## src/rtl/keylock_pkg.sv

```systemverilog
// Shared types and helpers for the parametrised keypad lock.
package keylock_pkg;

    // Lock controller states.
    typedef enum logic [1:0] {
        ENTRY   = 2'd0,
        OPEN    = 2'd1,
        PROG    = 2'd2,
        LOCKOUT = 2'd3
    } state_e;

    // Upper bounds for the generic helpers below; callers cast to their own widths.
    localparam int unsigned MAX_DIGIT_W = 16;
    localparam int unsigned MAX_CODE_W  = 256;

    // All-ones digit of the given width: the CLEAR key.
    function automatic logic [MAX_DIGIT_W-1:0] clear_key(input int unsigned digit_w);
        logic [MAX_DIGIT_W-1:0] k;
        k = '0;
        for (int unsigned i = 0; i < MAX_DIGIT_W; i++) begin
            k[i] = (i < digit_w) ? 1'b1 : 1'b0;
        end
        return k;
    endfunction

    // Digit idx of a packed code; digit 0 sits in the most significant position.
    function automatic logic [MAX_DIGIT_W-1:0] code_digit(
        input logic [MAX_CODE_W-1:0] code,
        input int unsigned           idx,
        input int unsigned           code_len,
        input int unsigned           digit_w
    );
        logic [MAX_CODE_W-1:0] sh;
        sh = code >> ((code_len - 32'd1 - idx) * digit_w);
        return sh[MAX_DIGIT_W-1:0] & clear_key(digit_w);
    endfunction

endpackage

```

## src/rtl/keylock_timer.sv

```systemverilog
// Loadable down-counter that parks at zero; load wins over decrement.
module keylock_timer #(
    parameter int unsigned WIDTH = 8
) (
    input  logic             clk,
    input  logic             reset_n,
    input  logic             load,
    input  logic [WIDTH-1:0] load_val,
    input  logic             en,
    output logic             zero
);

    logic [WIDTH-1:0] count_q;
    logic [WIDTH-1:0] count_d;

    // Next count: reload, decrement towards zero, or hold.
    always_comb begin
        count_d = count_q;
        if (load) begin
            count_d = load_val;
        end else if (en && (count_q != '0)) begin
            count_d = count_q - WIDTH'(1);
        end else begin
            count_d = count_q;
        end
    end

    // Counter register.
    always_ff @(posedge clk or negedge reset_n) begin
        if (!reset_n) begin
            count_q <= '0;
        end else begin
            count_q <= count_d;
        end
    end

    assign zero = (count_q == '0);

endmodule

```

## src/rtl/keylock_multi.sv

```systemverilog
// Parametrised keypad lock: code entry, run-time reprogramming,
// failed-attempt lockout and optional auto-relock on inactivity.
module keylock_multi
    import keylock_pkg::*;
#(
    parameter int unsigned                   DIGIT_W        = 4,
    parameter int unsigned                   CODE_LEN       = 6,
    parameter logic [CODE_LEN*DIGIT_W-1:0]   DEFAULT_CODE   = 24'h336256,
    parameter int unsigned                   MAX_FAILS      = 3,
    parameter int unsigned                   LOCKOUT_CYCLES = 1024,
    parameter int unsigned                   AUTO_RELOCK    = 0
) (
    input  logic                             clk,
    input  logic                             reset_n,
    input  logic [DIGIT_W-1:0]               key,
    input  logic                             key_valid,
    input  logic                             lock_req,
    input  logic                             prog_en,
    output logic                             locked,
    output logic                             lockout,
    output logic                             prog_mode,
    output logic                             fail_pulse,
    output logic [$clog2(MAX_FAILS+1)-1:0]   fail_cnt
);

    localparam int unsigned CW = CODE_LEN * DIGIT_W;
    localparam int unsigned IW = (CODE_LEN > 1) ? $clog2(CODE_LEN) : 1;
    localparam int unsigned FW = $clog2(MAX_FAILS + 1);
    localparam int unsigned LW = $clog2(LOCKOUT_CYCLES + 1);
    localparam int unsigned RW = (AUTO_RELOCK > 1) ? $clog2(AUTO_RELOCK + 1) : 1;

    localparam logic [DIGIT_W-1:0] CLEAR_VAL   = DIGIT_W'(clear_key(DIGIT_W));
    localparam logic [IW-1:0]      LAST_IDX    = IW'(CODE_LEN - 1);
    localparam logic [FW-1:0]      FAIL_MAX    = FW'(MAX_FAILS);
    // Timers are loaded with N-1 so the exit edge lands exactly N cycles after entry.
    localparam logic [LW-1:0]      LOCK_LOAD   = LW'(LOCKOUT_CYCLES - 1);
    localparam logic [RW-1:0]      RELOCK_LOAD = RW'((AUTO_RELOCK > 0) ? AUTO_RELOCK - 1 : 0);
    localparam logic               RELOCK_EN   = (AUTO_RELOCK > 0) ? 1'b1 : 1'b0;

    state_e              state_q,      state_d;
    logic [IW-1:0]       idx_q,        idx_d;
    logic                flag_q,       flag_d;
    logic [CW-1:0]       code_q,       code_d;
    logic [CW-1:0]       shadow_q,     shadow_d;
    logic                locked_q,     locked_d;
    logic                lockout_q,    lockout_d;
    logic                prog_mode_q,  prog_mode_d;
    logic                fail_pulse_q, fail_pulse_d;
    logic [FW-1:0]       fail_cnt_q,   fail_cnt_d;

    logic [DIGIT_W-1:0]  cur_digit_s;
    logic                is_clear_s;
    logic                mism_s;
    logic [FW-1:0]       fail_inc_s;
    int unsigned         wr_shift_s;
    logic [CW-1:0]       wr_mask_s;
    logic [CW-1:0]       wr_data_s;
    logic                lock_load_s;
    logic                lock_zero_s;
    logic                relock_load_s;
    logic                relock_zero_s;

    assign cur_digit_s = DIGIT_W'(code_digit(MAX_CODE_W'(code_q), 32'(idx_q), CODE_LEN, DIGIT_W));
    assign is_clear_s  = (key == CLEAR_VAL);
    assign mism_s      = flag_q | (key != cur_digit_s);
    assign fail_inc_s  = (fail_cnt_q == FAIL_MAX) ? FAIL_MAX : fail_cnt_q + FW'(1);
    assign wr_shift_s  = (CODE_LEN - 32'd1 - 32'(idx_q)) * DIGIT_W;
    assign wr_mask_s   = CW'({DIGIT_W{1'b1}}) << wr_shift_s;
    assign wr_data_s   = CW'(key) << wr_shift_s;

    // Next-state, datapath and registered-output computation.
    always_comb begin
        state_d      = state_q;
        idx_d        = idx_q;
        flag_d       = flag_q;
        code_d       = code_q;
        shadow_d     = shadow_q;
        fail_pulse_d = 1'b0;
        fail_cnt_d   = fail_cnt_q;
        lock_load_s  = 1'b0;
        case (state_q)
            ENTRY: begin
                if (!key_valid) begin
                    state_d = ENTRY;
                end else if (is_clear_s) begin
                    idx_d  = '0;
                    flag_d = 1'b0;
                end else if (idx_q == LAST_IDX) begin
                    idx_d  = '0;
                    flag_d = 1'b0;
                    if (!mism_s) begin
                        state_d    = OPEN;
                        fail_cnt_d = '0;
                    end else begin
                        fail_pulse_d = 1'b1;
                        fail_cnt_d   = fail_inc_s;
                        if (fail_inc_s == FAIL_MAX) begin
                            state_d     = LOCKOUT;
                            lock_load_s = 1'b1;
                        end else begin
                            state_d = ENTRY;
                        end
                    end
                end else begin
                    idx_d  = idx_q + IW'(1);
                    flag_d = mism_s;
                end
            end
            OPEN: begin
                if (lock_req) begin
                    state_d = ENTRY;
                end else if (prog_en) begin
                    state_d  = PROG;
                    idx_d    = '0;
                    shadow_d = code_q;
                end else if (key_valid) begin
                    state_d = OPEN;
                end else if (RELOCK_EN && relock_zero_s) begin
                    state_d = ENTRY;
                end else begin
                    state_d = OPEN;
                end
            end
            PROG: begin
                if (lock_req) begin
                    state_d = ENTRY;
                    idx_d   = '0;
                end else if (key_valid && is_clear_s) begin
                    idx_d = '0;
                end else if (key_valid) begin
                    shadow_d = (shadow_q & ~wr_mask_s) | (wr_data_s & wr_mask_s);
                    if (idx_q == LAST_IDX) begin
                        code_d  = shadow_d;
                        state_d = OPEN;
                        idx_d   = '0;
                    end else begin
                        idx_d = idx_q + IW'(1);
                    end
                end else begin
                    state_d = PROG;
                end
            end
            LOCKOUT: begin
                if (lock_zero_s) begin
                    state_d    = ENTRY;
                    fail_cnt_d = '0;
                end else begin
                    state_d = LOCKOUT;
                end
            end
            default: begin
                state_d = ENTRY;
                idx_d   = '0;
                flag_d  = 1'b0;
            end
        endcase
        relock_load_s = (state_d == OPEN) && ((state_q != OPEN) || key_valid);
        locked_d      = (state_d == ENTRY) || (state_d == LOCKOUT);
        lockout_d     = (state_d == LOCKOUT);
        prog_mode_d   = (state_d == PROG);
    end

    // State, datapath and output registers.
    always_ff @(posedge clk or negedge reset_n) begin
        if (!reset_n) begin
            state_q      <= ENTRY;
            idx_q        <= '0;
            flag_q       <= 1'b0;
            code_q       <= DEFAULT_CODE;
            shadow_q     <= DEFAULT_CODE;
            locked_q     <= 1'b1;
            lockout_q    <= 1'b0;
            prog_mode_q  <= 1'b0;
            fail_pulse_q <= 1'b0;
            fail_cnt_q   <= '0;
        end else begin
            state_q      <= state_d;
            idx_q        <= idx_d;
            flag_q       <= flag_d;
            code_q       <= code_d;
            shadow_q     <= shadow_d;
            locked_q     <= locked_d;
            lockout_q    <= lockout_d;
            prog_mode_q  <= prog_mode_d;
            fail_pulse_q <= fail_pulse_d;
            fail_cnt_q   <= fail_cnt_d;
        end
    end

    keylock_timer #(.WIDTH(LW)) u_lock_timer (
        .clk      (clk),
        .reset_n  (reset_n),
        .load     (lock_load_s),
        .load_val (LOCK_LOAD),
        .en       (state_q == LOCKOUT),
        .zero     (lock_zero_s)
    );

    keylock_timer #(.WIDTH(RW)) u_relock_timer (
        .clk      (clk),
        .reset_n  (reset_n),
        .load     (relock_load_s),
        .load_val (RELOCK_LOAD),
        .en       (state_q == OPEN),
        .zero     (relock_zero_s)
    );

    assign locked     = locked_q;
    assign lockout    = lockout_q;
    assign prog_mode  = prog_mode_q;
    assign fail_pulse = fail_pulse_q;
    assign fail_cnt   = fail_cnt_q;

endmodule

```

## config.mk

```make
export PLATFORM = sky130hd
export DESIGN_NAME = keylock_multi
export DESIGN_NICKNAME = d
export VERILOG_FILES = /design/src/rtl/keylock_pkg.sv /design/src/rtl/keylock_timer.sv /design/src/rtl/keylock_multi.sv
export SDC_FILE = /design/constraint.sdc
export NUM_CORES = 1
export LEC_CHECK = 0
export CORE_MARGIN = 2
export CORE_UTILIZATION = 45
export CTS_BUF_LIST = sky130_fd_sc_hd__clkbuf_8
export CTS_CLUSTER_DIAMETER = 80
export CTS_CLUSTER_SIZE = 16
export DETAILED_ROUTE_END_ITERATION = 8
export SLEW_MARGIN = 20
export SYNTH_ARGS = -nofsm -noshare
export SYNTH_HDL_FRONTEND = slang
export SYNTH_HIERARCHICAL = 1
export SYNTH_SLANG_ARGS = --single-unit
export TNS_END_PERCENT = 100
```

## constraint.sdc

```tcl
create_clock -name clk -period 4.6 [get_ports clk]
set_input_delay 1.38 -clock clk [delete_from_list [all_inputs] [get_ports clk]]
set_output_delay 1.38 -clock clk [all_outputs]
set_load 0.02 [all_outputs]
```

* Yosys cells after proc, flatten, opt, wreduce, memory -nomap -nowiden
Index checks and enable logic that the tools add are counted.
** Storage, ports and cells
- Register bits after elaboration :: 71
** Operators by class
- Add/sub/neg operators :: 4
- Eq/ne operators :: 20
- Shift-type cells :: 3
- Multiplexer cells :: 50
- Bitwise gates (word level) :: 7
- Reductions and logical operators :: 16
** Operators with widths (count)
- 24-bit 2-to-1 mux :: 5
- 24-bit AND :: 2
- 24-bit one-hot mux with 2 select lines :: 1
- 2-bit 2-to-1 mux :: 18
- 4-bit by 32-bit left shift with 24-bit output :: 1
- 4-bit by 32-bit left shift with 24-bit output (first input constant) :: 1
- 24-bit by 32-bit right shift with 4-bit output :: 1
- 3-bit 2-to-1 mux :: 8
- 24-bit inverter :: 1
- 24-bit bitwise OR :: 1
- 11-bit 2-to-1 mux :: 2
- 2-bit != test (second input constant) :: 9
- 5-bit AND reduction :: 3
- 1-bit 2-to-1 mux :: 13
- 2-bit == test (second input constant) :: 6
- 11-bit zero test :: 1
- 11-bit nonzero test :: 1
- 11-bit by 1-bit subtractor with 11-bit output (second input constant) :: 1
- 3-bit one-hot mux with 3 select lines :: 1
- 2-bit one-hot mux with 4 select lines :: 1
- 6-bit AND reduction :: 1
- 2-bit nonzero test :: 3
- 4-bit == test (second input constant) :: 1
- 2-bit zero test :: 2
- 14 further kinds :: 16

* Longest topological paths before layout
Gate-level depths: netlist of the first run.
- Depth after elaboration :: 11
- Mapped depth :: 14
- Gate-level depth less buffers :: 11

* By module
Netlist of the first run, hierarchy kept.
** Modules (own cells, without submodules)
- keylock_multi :: times used 1, cells an instance 352, area each 3359.5 um2
- keylock_timer :: times used 1, cells an instance 75, area each 699.4 um2

* Worst setup path after synthesis of the first run
No wires, ideal clock.
- Path kind :: input -> register
- Start point :: input key[3]
- End point :: register u_lock_timer.count_q[8]
- Setup time :: 0.125 ns
- Arrival time :: 2.846 ns
- Required time :: 4.475 ns
- Slack :: 1.630 ns
- Stages :: 7
- Cells stage by stage :: or3_1 -> a221oi_2 -> and3_1 -> buf_6 -> nor3b_2 -> clkbuf_1 -> mux2_2
** On the way
- Word-level cells in the longest chain between the ends :: 8
** Ends and longest elaborated chain
- from (decl) :: line keylock_multi.sv:15 : input logic [DIGIT_W-1:0] key,
- 4-bit != test :: line keylock_multi.sv:65 : assign mism_s = flag_q | (key != cur_digit_s);
- 1-bit bitwise OR :: line keylock_multi.sv:65
- 1-bit 2-to-1 mux :: line keylock_multi.sv:91 : if (!mism_s) begin
- 1-bit 2-to-1 mux :: line keylock_multi.sv:88 : end else if (idx_q == LAST_IDX) begin
- 1-bit 2-to-1 mux * :: line keylock_multi.sv:85 : end else if (is_clear_s) begin
- 1-bit 2-to-1 mux * :: line keylock_multi.sv:83 : if (!key_valid) begin
- 1-bit 2-to-1 mux * :: line keylock_multi.sv:81 : case (state_q)
- named net lock_load_s :: line keylock_multi.sv:58 : logic lock_load_s;
- 11-bit 2-to-1 mux / 2-bit nonzero test (equally long branches)
- to (signal assigned) :: line keylock_timer.sv:33 : count_q <= count_d;
- to (decl) :: line keylock_timer.sv:13 : logic [WIDTH-1:0] count_q;
The timed path passes the listed nets; every way through them passes the cells marked *.
A chain may end at the register's enable or synchronous reset.

* Worst setup path after layout of the first run
- Start point :: input key[0]
- End point :: register u_lock_timer.count_q[5]
Same word-level chain as after synthesis.

==> out/results.txt, run 1 <==
The clock skew was 0.00628 ns; the H-tree depth reported by CTS was 3. The initial antenna violation count was 0. TritonCTS built the clock tree. Hold repair after CTS inserted 0 buffers.

For this run, the top clock speed supported by timing is 273 MHz. Setup violations remaining at the end of the flow were counted as 0. After detailed routing, the number of remaining DRC violations is 0. In this run the count of I/O pins placed on the die edge is 15. The worst-skew pair later-pin latency is 0.35 ns, and the share of post-route cells with drive strength above 1 is 0.153.

The via count was 3309. The switching portion of total power is 0.213. The worst path in the final design needs a cycle of 3.66 ns, including I/O delays and setup. The first global-routing pass estimated 16300 µm of wire.

In the synthesized netlist the dominant register cell turns out to be dfrtp_1. In this run the core area contains 34 standard-cell rows. Of all nets on the critical path, the largest fanout is 24. The standby leakage power was 1.81 nW. In this run, distinct cell masters in the synthesized netlist total 58. The floorplan step defined a die boundary enclosing 9800 µm². The run gives 0 as the number of slew-limit violations in the final report. The core region is 8720 µm². Yosys mapped a number of flops with a built-in enable equal to 0. Tightest slew margin relative to the limit: 0.401.

Clock tree synthesis selected as its root buffer the cell clkbuf_8. The detailed-route wire length per cell was 17.2 µm; the power density normalized to cell area was 284 nW/µm². Entering global routing, the biggest net connects 72 pins. The tools report the part of the power in registers as 0.478. The category of the critical setup timing path is input port to flop. Summed over all nets, the switching power comes to 0.000278 W. The post-DP HPWL was 6220 µm; the clock-pin slew reported for the worst setup and hold paths after clock tree synthesis was 0.08 ns. The final cycle utilization of the critical path was 0.796. The number of maximum-capacitance violations is 0, and the post-route worst setup slack is 0.938 ns.

The y dimension of the die is 99.0 µm. The internal power of the cells totals 0.00103 W. The floorplan step set the die width to 99.0 µm. The fraction of registers with async set or reset after synthesis was 1.00; the initial cell density of the core was 0.465. The violation count after the first detailed-route iteration was 151. Counting along the longest clock path gives a buffer depth of 2. The number of global-route vias before repair came out at 3245. For the final hold violation count, the log shows 0. The congestion estimate from routability-driven global placement came to 0.807.

The number of port buffers works out to 14. Each instance of the synthesized netlist takes up on average 9.51 µm². IR analysis of the VDD net gives a maximum drop of 151 µV.

STA puts the critical path data arrival time at 3.84 ns. Setup repair after global routing left no endpoint under its margin. The logs give 0 for the remaining global-route overflow and 0 for the number of antenna-violating nets in the routed design.

The final layout contains routed wiring with a total length of 9610 µm. The share of total power in combinational logic is 0.031, and the sequential share of the synthesized area is 0.445. The run finished with clean final reports. The first TritonRoute pass finished after 5 iterations. STA classifies the critical path endpoint as a flop. Summed over all failing endpoints, the final setup total negative slack is 0 ns. The total power consumption of the routed design was 0.00131 W. The area added between synthesis and finish is 13.2%. The net count of the finished layout is 465. The worst setup path is launched from an input port. The number of setup buffers added after CTS is 0. Slew at the pin with the worst max-slew slack: 0.899 ns. Counting every sink on the clock net gives 71. The run gives 794 as the number of fill cells. STA puts the critical path data required time at 4.78 ns.

The via count normalized by instance count works out to 5.92. The cell area that synthesis handed to floorplanning was 4060 µm². Synthesis inferred 71 register bits.

For the post-cts gate resize count, the log shows 0. The number of inserted diodes is 0. The classification of the worst-slack hold path was flop to flop. Leaving out fill and tap cells, the most frequent cell in the layout is a21oi_1. The number of buffers added by the clock tree synthesis step was 9. For this run, the number of Yosys warnings is 6. The run gives 427 as the instance count of the mapped netlist. The top cell types in the final layout, fill and taps aside, are 55 x a21oi_1, 52 x o22ai_1, 48 x dfrtp_1, 37 x mux2i_1, 34 x nor2_1. Timing analysis after detailed placement gives a worst setup slack of 0.596 ns.

The logs give 0.208 for the aggregate global-route resource usage and 0.490 for the fraction of power consumed by the clock network.
-- metrics by stage --
step	utilization	area (µm²)	std cells	hold slack [ns]
final	0.527	4600	559	0.511
after floorplan	-	4090	436	0.470
after global routing	0.527	4600	559	0.525
after global placement	0.497	4330	543	0.491
after CTS	0.527	4600	559	0.517
after detailed placement	0.498	4340	543	0.498
-- state kept, by name (all words and copies together) (netlist names) --
signal                count
state_q                   2
shadow_q                 24
idx_q                     3
code_q                   24
locked                    1
fail_cnt                  2
prog_mode                 1
lockout                   1
u_lock_timer/count_q     11
flag_q                    1
fail_pulse                1
-- Yosys cell counts, types with 2 or more instances --
| cell | count | area share |
|---|---|---|
| nor2_1 | 35 | 0.032 |
| nor3_1 | 6 | 0.0074 |
| nand2b_1 | 2 | 0.0031 |
| buf_6 | 3 | 0.0083 |
| xnor2_1 | 5 | 0.011 |
| o22a_1 | 3 | 0.0065 |
| nor2b_1 | 2 | 0.0031 |
| a21oi_1 | 55 | 0.068 |
| or3_1 | 7 | 0.011 |
| nand4_1 | 2 | 0.0031 |
| ha_1 | 10 | 0.031 |
| a2111oi_2 | 2 | 0.0074 |
| mux2i_1 | 37 | 0.091 |
| nor2_2 | 6 | 0.0092 |
| xor2_1 | 2 | 0.0043 |
| buf_2 | 5 | 0.0062 |
| dfstp_2 | 23 | 0.15 |
| or3b_1 | 2 | 0.0043 |
| a311oi_1 | 2 | 0.0043 |
| inv_1 | 17 | 0.016 |
| and3_1 | 3 | 0.0046 |
| conb_1 | 2 | 0.0019 |
| o2111ai_1 | 2 | 0.0043 |
| a31oi_1 | 3 | 0.0046 |
| nand3_1 | 4 | 0.0049 |
| o21ai_1 | 2 | 0.0025 |
| o21ai_0 | 17 | 0.021 |
| o22ai_1 | 52 | 0.080 |
| clkbuf_1 | 16 | 0.015 |
| nand2_1 | 25 | 0.023 |
| dfrtp_1 | 48 | 0.30 |
-- cell type report --
cell class	instances	area, µm²	area share
multi-input cells	323	2110	0.459
flip-flops and latches	71	1810	0.393
repair buffers	24	225	0.0490
clock buffers	11	151	0.0329
well taps	108	135	0.0294
clock inverters	5	104	0.0226
inverters	17	63.8	0.0139
-- logic make-up after synthesis --
kind of cell,after synthesis,share of synthesized area
muxes,38,0.0940
adders and majority gates,10,0.0308
buffers and inverters,42,0.0469
AOI/OAI and AO/OA,155,0.237
other,2,0.00185
DFF,71,0.445
xor gates and xnor gates,7,0.0151
and+or+nand+nor,102,0.129
-- power by group through the flow --
stage          Clock [W]  Combinational, W  Sequential, W
2_1_floorplan          0         0.0000126       0.000636
3_3_place_gp           0         0.0000415       0.000636
3_5_place_dp           0         0.0000417       0.000636
4_1_cts         0.000653         0.0000418       0.000625
5_1_grt         0.000681         0.0000461       0.000625
6_report        0.000640         0.0000411       0.000625
-- path summary, 6_finish.rpt --
kind / slack, ns / cells past startpoint / startpoint / endpoint
worst min register to register: 0.51 / 2 / flag_q$_DFFE_PN0P_ / flag_q$_DFFE_PN0P_
min in group asynchronous: 1.17 / 1 / reset_n / shadow_q[23]$_DFFE_PN0P_
worst max-delay path: 0.94 / 9 / key[0] / u_lock_timer/count_q[5]$_DFFE_PN0P_
worst min-delay path: 0.51 / 2 / flag_q$_DFFE_PN0P_ / flag_q$_DFFE_PN0P_
max in group asynchronous: 2.87 / 1 / reset_n / u_lock_timer/count_q[0]$_DFFE_PN0P_
worst max register to register: 1.10 / 10 / idx_q[0]$_DFFE_PN0P_ / u_lock_timer/count_q[5]$_DFFE_PN0P_
-- critical path, stage by stage --
cell and delay (ns):
clkdlybuf4s50_1 0.61, buf_4 0.23, or3_1 0.15, a221oi_2 0.07, and3_1 0.24, nor3b_4 0.71, nor3_1 0.14, a31oi_1 0.16
o311ai_0 0.15
-- metal layers --
| layer | part of all wire | routed length (µm) | vias up | global-route usage |
|---|---|---|---|---|
| li1 | - | - | 1610 | - |
| met1 | 0.47 | 4510 | 1608 | 0.285 |
| met2 | 0.47 | 4560 | 75 | 0.326 |
| met3 | 0.038 | 366 | 16 | 0.0355 |
| met4 | 0.018 | 176 | 0 | 0.0906 |
| met5 | 0 | 0 | - | 0 |
(Power assumes the default switching activity.)
==> run 2, diff against run 1 <==
clock period = 3.75 ns   (was 4.6 ns; I/O delays follow)
==> run 2 against run 1 <==
Against the previous run:
- core utilization grew 0.072 points
- clock skew is essentially flat
- cell area grew 0.14%
- non-clock buffer count grew 4
- critical path type is now flop to flop
- worst setup slack lost 0.50 ns
- clock power grew 11%
- first-iteration DRC count shrank 7.3%
- total power grew 17%
- sequential share of layout area shrank 0.053 points
- clock-buffer cell count is the same
- combinational power grew 22%
- sequential power grew 23%
==> out/results.txt, run 2 (same netlist as run 1, synthesis figures left out) <==
Compared with the post-synthesis result, the final layout area differs by 13.4%. The number of maximum-capacitance violations is 0 (unchanged). The run gives 3317 (+0.24%) as the via count. TritonCTS built the clock tree. Number of inserted diodes: 0 (unchanged). Walking the worst path, the cells encountered are inv_1 -> ha_1 -> or3b_1 -> o22a_1 -> o21ai_1 -> xnor2_1 -> and3_1 -> nor3b_4 -> nor3_1 -> a31oi_1 -> o311ai_0. The logs give 172 µV (+14%) for the maximum resistive drop on vdd and 0.768 (-4.9%) for the routability congestion estimate from global placement. The kind of start point of the critical path was a flop. The final cycle utilization of the critical path is 0.883.

The number of fill cells is 791 (-0.38%), and the worst endpoint required time is 3.95 ns (-0.83 ns). Total buffers and inverters traversed by the critical path: 1 (-1). The slew at the pin with the worst max-slew slack is 0.886 ns (-0.0124 ns).

The flop-to-flop setup slack came out at 0.44 ns (-0.66 ns). The run gives 140 (-7.3%) as the violation count after the first detailed-route iteration. Timing would allow up to 302 MHz. The horizontal die dimension is 99.0 µm (unchanged), and the delay of the slowest cell on the worst path is 0.58 ns (-0.13 ns). The global-route wire length before repair is 16400 µm (+0.76%). For the worst-skew pair later-pin latency, the log shows 0.35 ns (about the same).

Leaving out fill and tap cells, the most frequent cell in the layout is a21oi_1. For the data arrival time at the worst-slack endpoint, the log shows 3.51 ns (-0.33 ns). The aggregate negative setup slack is 0 ns (unchanged), and the net count of the finished layout is 469 (+0.86%). The initial cell density of the core came out at 0.465 (unchanged). For the final hold violation count, the log shows 0 (unchanged). The layer carrying the most global-route usage is met2.

The number of slew-limit violations in the final report is 0 (unchanged). The tools report the number of global-route vias before repair as 3307 (+1.9%). The number of port buffers came out at 14 (unchanged). The met2 global-route usage was 0.334 (+0.00832); the via count normalized by instance count was 5.89 (-0.47%). The aggregate global-route resource usage was 0.209 (+0.00107).

The number of search-and-repair iterations in the first detailed-routing pass came out at 4 (-1). Top-level port count: 15 (unchanged). The category of the critical setup timing path is flop to flop.

The setup violation total in the final timing report was 0 (unchanged); the detailed-route wire length per cell was 16.9 µm (-2.0%). The slowest stage of the critical path belongs to the cell nor3b_4. The final cell count without fillers came out at 563 (+0.72%).

The tightest slew margin relative to the limit came out at 0.409 (+0.00826). The combined flip-flop and latch cell area was 1810 µm² (unchanged); the core area was 8720 µm² (unchanged). The global-route met1 utilization is 0.284 (-0.000709), and the number of antenna-violating nets in the routed design is 0 (unchanged).

The worst path in the final design needs a cycle of 3.31 ns, including I/O delays and setup. The tools report the remaining global-route overflow as 0 (unchanged). The H-tree depth reported by CTS was 3 (unchanged).

The classification of the worst-slack hold path is flop to flop. The family of cells with the greatest summed delay on the critical path was simple AND/OR/NAND/NOR gates. The post-CTS setup repair buffer count is 0 (unchanged).

The worst setup path is captured at a flop. For the maximum clock path buffer count, the log shows 2 (unchanged). The share of post-route cells with drive strength above 1 works out to 0.160 (+0.00745). The tools report the post-DP HPWL as 6280 µm (+0.93%). Clock tree synthesis selected as its root buffer the cell clkbuf_8.

The flow ran to the end, and the final reports show no timing, DRC or antenna violations. Routed wire length: 9490 µm (-1.3%). The logs give 71 (unchanged) for the clock sink count and 0.0454 (+0.00993) for the met3 routing resource usage after global routing.

The multi-input gate area in the final layout was 2110 µm² (unchanged); the number of placed cells counting well taps was 547 (+0.74%). The largest registers in the layout are code_q: 24 flops, shadow_q: 24 flops, u_lock_timer/count_q: 11 flops. The power density normalized to cell area was 332 nW/µm² (+17%).

The die footprint is 9800 µm² (unchanged), and the maximum fanout along the worst path is 18 (-25%). The logs give 0 (unchanged) for the total DRC errors in the routed layout and 72 (unchanged) for the maximum number of pins on one net before global-route repair. The logs give 34 (unchanged) for the number of rows created at floorplan and 0 (unchanged) for the initial antenna violation count. Setup repair after global routing left no endpoint under its margin. The worst hold slack across all endpoints came out at 0.514 ns (+0.00257 ns).

The y dimension of the die was 99.0 µm (unchanged); the number of buffers added by the clock tree synthesis step was 9 (unchanged). In the layout the commonest cells are 55 x a21oi_1, 52 x o22ai_1, 48 x dfrtp_1, 37 x mux2i_1, 34 x nor2_1. The clock skew is 0.00664 ns (+0.000359 ns), and the clock-pin slew reported for the worst setup and hold paths after clock tree synthesis is 0.08 ns (about the same). Standby leakage power: 1.81 nW (+0.15%).
-- run 2: cell count changes in the layout (fill, tap and decap cells not counted), sizes merged --
cell	delta
bufinv	-1
clkinv	-1
buf	+4
clkinvlp	+2
-- run 2: layout make-up --
type / instances / share of cell area
Inverter: 17 / 0.0139
Clock buffer: 11 / 0.0329
Tap cell: 108 / 0.0294
Multi-Input combinational cell: 323 / 0.459
Sequential cell: 71 / 0.392
Clock inverter: 5 / 0.0174
Timing Repair Buffer: 28 / 0.0555
-- run 2: worst min-delay path, cell delays in order, from the launching register on --
cell and delay [ns]:
dfstp_2 0.38, nor2_1 0.09, a21oi_1 0.04
-- run 2: power breakdown --
group / switching, W / internal [W]
registers: 0 / 0.000766
logic: 0.0000339 / 0.0000161
clock network: 0.000302 / 0.000410
-- run 2: path summary, 6_finish.rpt --
| path | endpoint | depth (start not counted) | from |
|---|---|---|---|
| max | u_lock_timer/count_q[5]$_DFFE_PN0P_ | 11 | idx_q[1]$_DFFE_PN0P_ |
| max reg2reg | u_lock_timer/count_q[5]$_DFFE_PN0P_ | 11 | idx_q[1]$_DFFE_PN0P_ |
| min | code_q[2]$_DFFE_PN1P_ | 2 | code_q[2]$_DFFE_PN1P_ |
| min in group asynchronous | shadow_q[23]$_DFFE_PN0P_ | 1 | reset_n |
| min reg2reg | code_q[2]$_DFFE_PN1P_ | 2 | code_q[2]$_DFFE_PN1P_ |
| max in group asynchronous | flag_q$_DFFE_PN0P_ | 1 | reset_n |
-- run 2: what timing repair did --
item,in CTS,in global routing
gates resized for setup,0,1
endpoints found under the setup margin,0,1
hold buffers,0,0
-- run 2: metrics by stage --
| stage | worst slack (ns) | area [µm²] | util | total power [W] |
|---|---|---|---|---|
| 2_1_floorplan | 0.884 | 4090 | - | 0.000796 |
| 3_3_place_gp | 0.119 | 4360 | 0.500 | 0.000831 |
| 4_1_cts | 0.253 | 4600 | 0.527 | 0.00155 |
| 5_1_grt | 0.187 | 4600 | 0.528 | 0.00158 |
| 6_report | 0.439 | 4600 | 0.528 | 0.00153 |
| 3_5_place_dp | 0.0619 | 4360 | 0.500 | 0.000831 |
-- run 2: metal layers --
metal | vias up | wire (µm)
met2 | 72 | 4510
met3 | 12 | 398
li1 | 1626 | -
met1 | 1607 | 4440
met4 | 0 | 135
met5 | - | 0
==> run 3, diff against run 2 <==
GPL_TIMING_DRIVEN = 0   (was not set)
==> run 3 against run 2 <==
Against the previous run:
- final cell count increased by 2.1%
- largest cell class unchanged
- die area unchanged
- clock power about the same
- register-to-register slack about the same
- via count increased by 1.6%
- total power about the same
- clock skew increased by 0.0047 ns
- maximum frequency decreased by 0.32%
- core utilization increased by 0.17 points
- sequential power about the same
==> out/results.txt, run 3 (same netlist as run 1, synthesis figures left out) <==
The run gives 0 (unchanged) as the number of buffers inserted by hold repair at cts. The top-level port count is 15 (unchanged). Type of destination of the critical path: a flop. The kind of start point of the critical path is a flop. For the post-DP HPWL, the log shows 7110 µm (+13%). For the routed wire length, the log shows 10300 µm (+9.0%).

The horizontal die dimension was 99.0 µm (unchanged). The upper clock frequency limit was 301 MHz (-0.32%). In the layout the commonest cells are 55 x a21oi_1, 52 x o22ai_1, 48 x dfrtp_1, 37 x mux2i_1, 35 x nor2_1. The slew at the pin with the worst max-slew slack is 0.643 ns (-0.243 ns), and the tightest slew margin relative to the limit is 0.571 (+0.162). The data arrival time at the worst-slack endpoint was 3.56 ns (+0.05 ns); the worst hold slack across all endpoints was 0.518 ns (+0.00404 ns). The remaining global-route overflow was 0 (unchanged). The tools report the number of antenna-violating nets in the routed design as 0 (unchanged). The share of total power in combinational logic was 0.035 (+0.002).

The initial antenna violation count was 0 (unchanged); the setup violation total in the final timing report was 0 (unchanged). Multi-input gate area in the final layout: 2100 µm² (-0.65%). The worst reg2reg path depth was 13 (+2). The via count normalized by instance count was 5.86 (-0.49%); the routability congestion estimate from global placement was 0.827 (+7.7%). Traced cell by cell, the critical path runs through inv_1 -> ha_1 -> or3b_1 -> buf_6 -> o22a_1 -> o21ai_1 -> xnor2_1 -> and3_1 -> buf_6 -> nor3b_2 -> clkbuf_1 -> a21oi_1 -> a22o_1. For the clock skew, the log shows 0.0114 ns (+0.00474 ns). The initial cell density of the core is 0.465 (unchanged). The maximum fanout along the worst path was 10 (-8); the core area was 8720 µm² (unchanged). The final hold violation count is 0 (unchanged), and the number of global-route vias before repair is 3364 (+1.7%). The total buffers and inverters traversed by the critical path works out to 4 (+3). The die footprint was 9800 µm² (unchanged). Setup repair after global routing left no endpoint under its margin. The time the worst path needs with I/O delays and setup was 3.32 ns (+0.0105 ns); the net count of the finished layout was 481 (+2.6%). The maximum resistive drop on vdd came out at 161 µV (-6.1%). Leaving out fill and tap cells, the most frequent cell in the layout is a21oi_1. The tools report the clock sink count as 71 (unchanged). The run gives 9 (unchanged) as the number of buffers added by the clock tree synthesis step. The total DRC errors in the routed layout was 0 (unchanged); the number of fill cells was 806 (+1.9%). The power density normalized to cell area was 331 nW/µm² (-0.34%); the fraction of power consumed by the clock network was 0.464 (-0.002). The run gives 3 (unchanged) as the H-tree depth reported by CTS. For the maximum number of pins on one net before global-route repair, the log shows 37 (-49%).

The standby leakage power is 1.82 nW (+0.31%). The tools report the cell-internal power as 0.00119 W (about the same). The logs give 1810 µm² (unchanged) for the combined flip-flop and latch cell area and 190 (+36%) for the violation count after the first detailed-route iteration.

By startpoint and endpoint, the worst setup path is classified as flop to flop. The largest registers in the layout are code_q: 24 flops, shadow_q: 24 flops, u_lock_timer/count_q: 11 flops. In this design, the critical path's most frequently occurring cell is buf_6. The number of stages on the worst hold path works out to 2 (unchanged). The aggregate global-route resource usage is 0.222 (+0.0122). For the part of the power in registers, the log shows 0.502 (about the same).

For the global-route wire length before repair, the log shows 17200 µm (+4.8%). Grouping stages by cell kind, the critical path spends the most delay in simple AND/OR/NAND/NOR gates. The maximum clock path buffer count is 2 (unchanged), and the delay of the slowest cell on the worst path is 0.44 ns (-0.14 ns). The post-CTS setup repair buffer count came out at 0 (unchanged).

TritonCTS built the clock tree. The via count is 3371 (+1.6%). The aggregate negative setup slack came out at 0 ns (unchanged). The number of port buffers was 14 (unchanged). Count of cell instances traversed by the critical path: 13 (+2).

The number of slew-limit violations in the final report is 0 (unchanged). The worst-skew pair later-pin latency came out at 0.35 ns (about the same). The worst endpoint required time was 3.99 ns (+0.04 ns). The switching portion of total power was 0.220 (about the same); the area added between synthesis and finish was 13.7%.

The clock-pin slew reported for the worst setup and hold paths after clock tree synthesis is 0.08 ns (about the same). For the number of inserted diodes, the log shows 0 (unchanged). The run gives 0 (unchanged) as the number of maximum-capacitance violations.

The classification of the worst-slack hold path was flop to flop. The number of search-and-repair iterations in the first detailed-routing pass is 5 (+1). The logs give 0 (unchanged) for the post-cts gate resize count and 34 (unchanged) for the number of rows created at floorplan. The flow ran to the end, and the final reports show no timing, DRC or antenna violations. The detailed-route wire length per cell is 18.0 µm (+6.7%), and the final cycle utilization of the critical path is 0.886 (+0.00279).

The share of post-route cells with drive strength above 1 came out at 0.143 (-0.0170). The master of the slowest instance on the critical path is dfrtp_1. CTS placed an instance of clkbuf_8 at the clock tree root. The total net switching power came out at 0.000336 W (about the same). The y dimension of the die was 99.0 µm (unchanged).
==> run 3: worst paths after layout <==
check	start	end	slack, ns
min in group asynchronous	reset_n	shadow_q[8]$_DFFE_PN0P_	0.72
max reg2reg	idx_q[1]$_DFFE_PN0P_	u_lock_timer/count_q[1]$_DFFE_PN0P_	0.43
min	code_q[20]$_DFFE_PN1P_	code_q[20]$_DFFE_PN1P_	0.52
min reg2reg	code_q[20]$_DFFE_PN1P_	code_q[20]$_DFFE_PN1P_	0.52
max in group asynchronous	reset_n	shadow_q[2]$_DFFE_PN1P_	2.41
max	idx_q[1]$_DFFE_PN0P_	u_lock_timer/count_q[1]$_DFFE_PN0P_	0.43
==> run 3: final cells by class <==
cell class	count	area share
plain buffers	25	0.0274
clock buffers	11	0.0328
clock inverters	5	0.0173
inverters	17	0.0138
multi-input cells	323	0.454
flip-flops and latches	71	0.391
well taps	108	0.0293
repair buffers	15	0.0341
==> run 3: worst reg2reg max path, delay by kind of cell (launching register included) <==
family	cells	cell delay, ns
AO/OA/AOI/OAI	4	0.60
XOR/XNOR	1	0.10
adder cells (fa/ha/maj)	1	0.33
buffers and inverters	4	0.79
flip-flops	1	0.44
AND/OR/NAND/NOR	3	0.94
==> run 3: through the flow <==
step                cell area [µm²]  std cells  total power (W)  utilization  setup slack [ns]
floorplan                      4090        436         0.000796            -             0.884
global placement               4370        558         0.000831        0.501            -0.937
global route                   4620        575          0.00158        0.529             0.186
finish                         4620        575          0.00153        0.529             0.428
CTS                            4620        575          0.00155        0.529             0.429
detailed placement             4390        559         0.000834        0.503             0.112
==> run 3: power by group through the flow <==
| stage | clock, W | combinational [W] | sequential (W) |
|---|---|---|---|
| after global routing | 0.000756 | 0.0000589 | 0.000766 |
| after CTS | 0.000725 | 0.0000537 | 0.000766 |
| after floorplan | 0 | 0.0000154 | 0.000781 |
| after detailed placement | 0 | 0.0000535 | 0.000780 |
| final | 0.000708 | 0.0000527 | 0.000766 |
| after global placement | 0 | 0.0000505 | 0.000780 |
==> run 3: metal layers <==
layer / track usage / wire [µm] / vias up
met3: 0.0362 / 492 / 19
met5: 0 / 0 / -
met2: 0.328 / 4650 / 81
met4: 0.0896 / 155 / 0
met1: 0.324 / 5040 / 1624
li1: - / - / 1647
